### src/rtl/iter_divider_if.sv
// Request/response bundle for the iterative divider.
// A transfer occurs on a rising aclk edge where valid && ready; the sender holds valid and its payload until then, and ready never depends on valid.
interface iter_divider_if #(
  parameter int WIDTH = 32,
  parameter int TAG_W = 5
);
  logic             in_valid;
  logic             in_ready;
  logic [1:0]       op;
  logic [WIDTH-1:0] dividend;
  logic [WIDTH-1:0] divisor;
  logic [TAG_W-1:0] in_tag;
  logic             flush;
  logic             out_valid;
  logic             out_ready;
  logic [WIDTH-1:0] result;
  logic [TAG_W-1:0] out_tag;
  logic             busy;

  modport master (
    output in_valid, op, dividend, divisor, in_tag, flush, out_ready,
    input  in_ready, out_valid, result, out_tag, busy
  );

  modport slave (
    input  in_valid, op, dividend, divisor, in_tag, flush, out_ready,
    output in_ready, out_valid, result, out_tag, busy
  );
endinterface

### src/rtl/iter_divider.sv
// Radix-2 restoring divider, one quotient bit per cycle, DIV/MOD/DIVU/MODU.
// Signed ops divide magnitudes and apply a truncating sign fix-up on the last step.
module iter_divider #(
  parameter int WIDTH = 32,
  parameter int TAG_W = 5
) (
  input  logic          aclk,
  input  logic          areset,
  iter_divider_if.slave bus,
  output logic [1:0]    dbg_state
);

  typedef enum logic [1:0] {
    S_IDLE = 2'd0,
    S_CALC = 2'd1,
    S_DONE = 2'd2
  } state_t;

  localparam int CNT_W = $clog2(WIDTH + 1);

  state_t           state;
  logic [CNT_W-1:0] cnt;
  logic [WIDTH-1:0] rem_q;
  logic [WIDTH-1:0] quo_q;
  logic [WIDTH-1:0] dvs_q;
  logic             op_mod;
  logic             neg_quo;
  logic             neg_rem;
  logic [WIDTH-1:0] result_q;
  logic [TAG_W-1:0] tag_q;

  logic             accept;
  logic             is_signed;
  logic             dvd_neg;
  logic             dvs_neg;
  logic [WIDTH-1:0] dvd_mag;
  logic [WIDTH-1:0] dvs_mag;
  logic [WIDTH:0]   trial;
  logic             no_borrow;
  logic [WIDTH-1:0] rem_nxt;
  logic [WIDTH-1:0] quo_nxt;
  logic [WIDTH-1:0] quo_fix;
  logic [WIDTH-1:0] rem_fix;

  assign bus.in_ready  = (state == S_IDLE) && !bus.flush;
  assign bus.out_valid = (state == S_DONE);
  assign bus.busy      = (state != S_IDLE);
  assign bus.result    = result_q;
  assign bus.out_tag   = tag_q;
  assign dbg_state     = state;

  assign accept    = bus.in_valid && bus.in_ready;
  assign is_signed = !bus.op[1];
  assign dvd_neg   = is_signed && bus.dividend[WIDTH-1];
  assign dvs_neg   = is_signed && bus.divisor[WIDTH-1];
  // The most-negative value maps onto itself, which is its correct unsigned magnitude.
  assign dvd_mag   = dvd_neg ? -bus.dividend : bus.dividend;
  assign dvs_mag   = dvs_neg ? -bus.divisor  : bus.divisor;

  // quo_q starts as the dividend magnitude; its MSB feeds the partial remainder while quotient bits shift in at the bottom.
  assign trial     = {rem_q, quo_q[WIDTH-1]} - {1'b0, dvs_q};
  assign no_borrow = !trial[WIDTH];
  assign rem_nxt   = no_borrow ? trial[WIDTH-1:0] : {rem_q[WIDTH-2:0], quo_q[WIDTH-1]};
  assign quo_nxt   = {quo_q[WIDTH-2:0], no_borrow};
  assign quo_fix   = neg_quo ? -quo_nxt : quo_nxt;
  assign rem_fix   = neg_rem ? -rem_nxt : rem_nxt;

  always_ff @(posedge aclk or posedge areset) begin
    if (areset) begin
      state    <= S_IDLE;
      cnt      <= '0;
      rem_q    <= '0;
      quo_q    <= '0;
      dvs_q    <= '0;
      op_mod   <= 1'b0;
      neg_quo  <= 1'b0;
      neg_rem  <= 1'b0;
      result_q <= '0;
      tag_q    <= '0;
    end else if (bus.flush) begin
      // Also covers flush together with out_ready in DONE: both end in IDLE.
      state <= S_IDLE;
      cnt   <= '0;
    end else begin
      case (state)
        S_IDLE: begin
          if (accept) begin
            tag_q   <= bus.in_tag;
            op_mod  <= bus.op[0];
            neg_quo <= dvd_neg ^ dvs_neg;
            neg_rem <= dvd_neg;
            dvs_q   <= dvs_mag;
            quo_q   <= dvd_mag;
            rem_q   <= '0;
            if (bus.divisor == '0) begin
              result_q <= bus.op[0] ? bus.dividend : '1;
              state    <= S_DONE;
            end else begin
              cnt   <= CNT_W'(WIDTH);
              state <= S_CALC;
            end
          end
        end
        S_CALC: begin
          rem_q <= rem_nxt;
          quo_q <= quo_nxt;
          cnt   <= cnt - 1'b1;
          if (cnt == CNT_W'(1)) begin
            result_q <= op_mod ? rem_fix : quo_fix;
            state    <= S_DONE;
          end
        end
        S_DONE: begin
          if (bus.out_ready) begin
            state <= S_IDLE;
          end
        end
        default: begin
          state <= S_IDLE;
        end
      endcase
    end
  end

endmodule

### src/flat_wrapper.sv
// flat-port wrapper written by rule: the top's interface ports become plain ports
module iter_divider_flat 
#(
  parameter int WIDTH = 32,
  parameter int TAG_W = 5
)
  (aclk, areset, dbg_state, bus_in_valid, bus_op, bus_dividend, bus_divisor, bus_in_tag, bus_flush, bus_out_ready, bus_in_ready, bus_out_valid, bus_result, bus_out_tag, bus_busy);
  iter_divider_if #(.WIDTH(WIDTH), .TAG_W(TAG_W)) bus_i ();
  input  logic aclk;
  input  logic areset;
  output logic [1:0] dbg_state;
  input wire logic [$bits(bus_i.in_valid)-1:0] bus_in_valid;
  input wire logic [$bits(bus_i.op)-1:0] bus_op;
  input wire logic [$bits(bus_i.dividend)-1:0] bus_dividend;
  input wire logic [$bits(bus_i.divisor)-1:0] bus_divisor;
  input wire logic [$bits(bus_i.in_tag)-1:0] bus_in_tag;
  input wire logic [$bits(bus_i.flush)-1:0] bus_flush;
  input wire logic [$bits(bus_i.out_ready)-1:0] bus_out_ready;
  output wire logic [$bits(bus_i.in_ready)-1:0] bus_in_ready;
  output wire logic [$bits(bus_i.out_valid)-1:0] bus_out_valid;
  output wire logic [$bits(bus_i.result)-1:0] bus_result;
  output wire logic [$bits(bus_i.out_tag)-1:0] bus_out_tag;
  output wire logic [$bits(bus_i.busy)-1:0] bus_busy;
  assign bus_i.in_valid = bus_in_valid;
  assign bus_i.op = bus_op;
  assign bus_i.dividend = bus_dividend;
  assign bus_i.divisor = bus_divisor;
  assign bus_i.in_tag = bus_in_tag;
  assign bus_i.flush = bus_flush;
  assign bus_i.out_ready = bus_out_ready;
  assign bus_in_ready = bus_i.in_ready;
  assign bus_out_valid = bus_i.out_valid;
  assign bus_result = bus_i.result;
  assign bus_out_tag = bus_i.out_tag;
  assign bus_busy = bus_i.busy;
  iter_divider #(.WIDTH(WIDTH), .TAG_W(TAG_W)) u_core (.aclk(aclk), .areset(areset), .bus(bus_i), .dbg_state(dbg_state));
endmodule
### config.mk
export PLATFORM = sky130hd
export DESIGN_NAME = iter_divider_flat
export DESIGN_NICKNAME = d
export VERILOG_FILES = /design/src/rtl/iter_divider_if.sv /design/src/rtl/iter_divider.sv /design/src/flat_wrapper.sv
export SDC_FILE = /design/constraint.sdc
export NUM_CORES = 1
export LEC_CHECK = 0
export BUFFER_PORTS_ARGS = -buffer_cell sky130_fd_sc_hd__buf_2
export CORE_ASPECT_RATIO = 0.7
export CORE_MARGIN = 3
export CORE_UTILIZATION = 50
export DETAILED_ROUTE_END_ITERATION = 7
export GPL_TIMING_DRIVEN = 0
export PLACE_DENSITY = 0.69
export RECOVER_POWER = 25
export SYNTH_ARGS = -nofsm -noshare
export SYNTH_HDL_FRONTEND = slang
export SYNTH_SLANG_ARGS = --single-unit
### constraint.sdc
create_clock -name aclk -period 7.45 [get_ports aclk]
set_input_delay 0.745 -clock aclk [delete_from_list [all_inputs] [get_ports aclk]]
set_output_delay 0.745 -clock aclk [all_outputs]
set_load 0.01 [all_outputs]
==> impl_metrics.py <==
metrics = {
    "timing": {
        "rsz0062_at_grt": "false",
        "fmax_mhz": 142,
        "period_needed_ns": 7.04,
        "timing.final.crit_share": 0.944,
        "normalized_max_slew_margin": -1.75,
        "timing.setup.tns_ns": 0,
        "final-setup-viol-count": 0,
        "timing.final.hold_violations": 0,
        "finalClockSkew_ns": 0.0145,
        "final-max-slew-violation-count": 147,
        "worstMarginPinSlew_ns": 4.12,
    },
    "setup_path": {
        "cp_slowest_cell": "sky130_fd_sc_hd__nor3_2",
        "worst_ep_required_time_ns": 7.77,
        "cpPeakStageDelay_ns": 0.67,
        "crit_chain": "ha_1 -> clkbuf_1 -> a21oi_1 -> o21ai_0 -> a221oi_1 -> o21ai_0 -> nor3_2 -> nor2_4 -> inv_1 -> buf_4 -> buf_4 -> buf_2 -> o21ai_0 -> inv_1 -> ha_1 -> inv_1 -> nor2_1 -> nor4bb_1 -> a31oi_1 -> o41ai_1 -> xnor2_1 -> o21ai_1",
        "timing.critical_path.to_type": "flop",
        "crit_path_start_kind": "flop",
        "timing.critical_path.fanout_max": 10,
        "arrival_ns": 7.36,
        "criticalPathCategory": "reg -> reg",
    },
    "yosys": {
        "syn_warnings": 0,
        "largest_area_contributor_in_the_synthesized_netlist": "sky130_fd_sc_hd__dfrtp_1",
        "synth_enable_flop_cells": 0,
        "synth.cell_area_mm2": 0.0120,
        "syn-instance-count": 1551,
        "synth_async_sr_flop_share": 1.00,
        "ys_top_cells_by_area": "sky130_fd_sc_hd__dfrtp_1, sky130_fd_sc_hd__o21ai_0, sky130_fd_sc_hd__nand2_1",
        "synthDominantCellAreaShare": 0.300,
        "ys_flop_type": "sky130_fd_sc_hd__dfrtp_1",
        "yosys_register_bits": 144,
        "net_count_of_the_mapped_netlist": 1666,
        "average_footprint_of_a_synthesized_cell_um2": 7.74,
        "yosysMostFrequentCell": "sky130_fd_sc_hd__nand2_1",
        "synth_seq_area_share": 0.300,
        "yosys.cell_types.count": 85,
        "synth_top_cells_by_count": "sky130_fd_sc_hd__nand2_1, sky130_fd_sc_hd__o21ai_0, sky130_fd_sc_hd__dfrtp_1, sky130_fd_sc_hd__nor2_1, sky130_fd_sc_hd__a21oi_1",
    },
    "clock_network": {
        "clock_sink_count": 144,
        "cts_buffers": 17,
        "h-tree-depth": 4,
        "tritoncts": "done",
        "cts_max_path_buffers": 2,
        "post_cts_resized": 0,
        "clk-insertion-delay-late_ns": 0.45,
        "worst_setup_hold_path_clk_slew_ns": 0.07,
        "ctsRootBufferMaster": "sky130_fd_sc_hd__clkbuf_16",
        "cts_hold_repair.buffers": 0,
        "cts.repair_timing.setup_buffer_count": 0,
    },
    "die": {
        "floorplan.die_area_mm2": 0.0259,
        "floorplan.io_pins": 118,
        "num_rows": 46,
        "die_y_um": 136,
        "die_w_um": 191,
        "core_area_mm2": 0.0231,
        "initial_utilization": 0.519,
    },
    "route": {
        "detailedRoute.firstIterationViolations": 1751,
        "routedWlPerCell_um": 22.4,
        "drt_drc_violations_left": 0,
        "routed-via-count": 12900,
        "antenna_left": 0,
        "drt_pre_antenna_iters": 8,
        "avgViaCountPerCell": 6.41,
        "wirelength_mm": 45.1,
    },
    "status": {
        "outcome": "complete, but fails checks",
        "failed_checks": "max-capacitance violations, max-slew violations",
    },
    "placement": {
        "count_of_buffers_from_port_buffering": 115,
        "finalWeightedCongestion": 0.985,
        "place_hpwl_mm": 35.2,
    },
    "pwr": {
        "switching_power_mw": 2.88,
        "clock_power_share": 0.161,
        "p_leak_nw": 5.75,
        "seqPwrFrac": 0.241,
        "vdd_ir_drop_max_uv": 253,
        "swShare": 0.512,
        "cellInternalPower_mw": 2.75,
        "pwr-share-comb": 0.598,
        "power.density_cell_area_mw_per_mm2": 415,
        "finalPower_mw": 5.63,
    },
    "flow_run": {
        "maxCapViolations": 2,
    },
    "cells_and_area": {
        "drive_gt1_frac": 0.113,
        "final_nets": 1801,
        "final.fill_count": 2227,
        "area_growth_syn_to_layout_pct": 13.1,
    },
    "global_routing": {
        "grt_pass1_wl_mm": 68.4,
        "antenna_found_initial": 0,
        "grtUsageTotal": 0.346,
        "via_count_of_the_first_global_routing_pass": 11500,
        "total_gr_overflow": 0,
        "maximum_number_of_pins_on_one_net_before_global_route_repair": 86,
    },
    "min_path": {
        "min-delay-path-class": "reg -> reg",
    },
}
[cell families (layout without fill, tap and decap cells)]
kind of cell    count (synthesis)  count (layout)  share of synthesized area
buf+inv                       150             297                     0.0508
mux                            32              32                     0.0274
xor+xnor                      126             126                     0.0920
compound gates                531             531                      0.277
simple gates                  529             529                      0.212
other cells                     0               1                          0
fa+ha+maj                      39              39                     0.0413
flops                         144             144                      0.300
[layer usage]
layer  GRT usage  part of all wire  vias to the layer above
met4      0.0705             0.016                        0
met5           0                 0                        -
met2       0.449              0.38                      814
li1            -                 -                     5909
met1       0.541              0.47                     6108
met3       0.123              0.13                       54
[registers in the layout (all words and copies together), names as in the netlist, 2 cells and up]
register            cells
u_core.cnt              6
u_core.dbg_state        2
u_core.dvs_q           32
u_core.bus.out_tag      5
u_core.bus.result      32
u_core.rem_q           32
u_core.quo_q           32
[power groups by stage]
stage          Combinational (mW)  Clock (mW)  Sequential (mW)
5_1_grt                      3.65       0.940             1.39
3_5_place_dp                 3.22           0             1.36
2_1_floorplan                2.20           0             1.34
3_3_place_gp                 3.18           0             1.35
4_1_cts                      3.24       0.906             1.35
6_report                     3.37       0.908             1.36
[final cells by class]
type                            count  area (um2)  area share
Multi-Input combinational cell   1257        7790       0.574
Sequential cell                   144        3600       0.265
Timing Repair Buffer              116         586      0.0431
Clock buffer                       21         460      0.0339
Tap cell                          312         390      0.0288
Buffer                             89         380      0.0280
Inverter                           61         230      0.0170
Clock inverter                     10         136      0.0100
Antenna cell                        1        2.50    0.000184
[placed cells by master, fill, tap and decap left out, types with 6 or more instances in the layout]
| master | count |
|---|---|
| sky130_fd_sc_hd__mux2i_1 | 25 |
| sky130_fd_sc_hd__and2_1 | 10 |
| sky130_fd_sc_hd__buf_2 | 125 |
| sky130_fd_sc_hd__a22o_1 | 8 |
| sky130_fd_sc_hd__or4_1 | 16 |
| sky130_fd_sc_hd__o21ai_0 | 200 |
| sky130_fd_sc_hd__dfrtp_1 | 144 |
| sky130_fd_sc_hd__nand2_1 | 214 |
| sky130_fd_sc_hd__nand2b_1 | 10 |
| sky130_fd_sc_hd__o21ai_1 | 13 |
| sky130_fd_sc_hd__xnor2_1 | 47 |
| sky130_fd_sc_hd__nor2_1 | 120 |
| sky130_fd_sc_hd__clkbuf_1 | 72 |
| sky130_fd_sc_hd__mux2_2 | 7 |
| sky130_fd_sc_hd__nand4_1 | 12 |
| sky130_fd_sc_hd__nor3_1 | 32 |
| sky130_fd_sc_hd__or3_1 | 20 |
| sky130_fd_sc_hd__a21o_1 | 14 |
| sky130_fd_sc_hd__nor4_1 | 18 |
| sky130_fd_sc_hd__nor2b_1 | 10 |
| sky130_fd_sc_hd__ha_1 | 38 |
| sky130_fd_sc_hd__a21oi_1 | 109 |
| sky130_fd_sc_hd__nor3b_1 | 6 |
| sky130_fd_sc_hd__o41ai_1 | 20 |
| sky130_fd_sc_hd__clkbuf_16 | 17 |
| sky130_fd_sc_hd__o22ai_1 | 9 |
| sky130_fd_sc_hd__o21a_1 | 10 |
| sky130_fd_sc_hd__inv_1 | 59 |
| sky130_fd_sc_hd__o31ai_1 | 39 |
| sky130_fd_sc_hd__and4_1 | 7 |
| sky130_fd_sc_hd__a211oi_1 | 23 |
| sky130_fd_sc_hd__xor2_1 | 79 |
| sky130_fd_sc_hd__o221ai_1 | 6 |
| sky130_fd_sc_hd__nand3_1 | 21 |
| sky130_fd_sc_hd__a31oi_1 | 7 |
| sky130_fd_sc_hd__o211ai_1 | 18 |
[critical path, delay by kind of cell, from the launching register on]
family	cells	cell delay, ns
buffers and inverters	7	1.55
and+or+nand+nor	4	1.53
adders and majority gates	2	0.55
xor gates and xnor gates	1	0.21
DFF	1	0.56
AOI/OAI and AO/OA	8	2.48
[final timing paths]
path                                  startpoint                     to  slack [ns]  cells after the start
min in group asynchronous                 areset  u_core.bus.result[25]        1.08                      2
hold / removal             u_core.bus.result[20]  u_core.bus.result[20]        0.48                      2
max in group asynchronous                 areset        u_core.dvs_q[2]        1.25                      3
setup reg to reg                u_core.rem_q[26]  u_core.bus.result[24]        0.41                     22
setup / recovery                u_core.rem_q[26]  u_core.bus.result[24]        0.41                     22
hold reg to reg            u_core.bus.result[20]  u_core.bus.result[20]        0.48                      2
[through the flow]
| stage | cell area, um2 | hold WS [ns] | instances | setup slack (ns) | util |
|---|---|---|---|---|---|
| floorplan | 12000 | 0.450 | 1551 | 2.71 | - |
| global placement | 13000 | 0.458 | 1978 | 0.854 | 0.560 |
| detailed placement | 13000 | 0.462 | 1979 | 0.927 | 0.562 |
| CTS | 13600 | 0.402 | 2010 | 0.860 | 0.588 |
| global route | 13600 | 0.495 | 2010 | 0.190 | 0.587 |
| finish | 13600 | 0.476 | 2011 | 0.415 | 0.587 |
(Power assumes the default switching activity.)
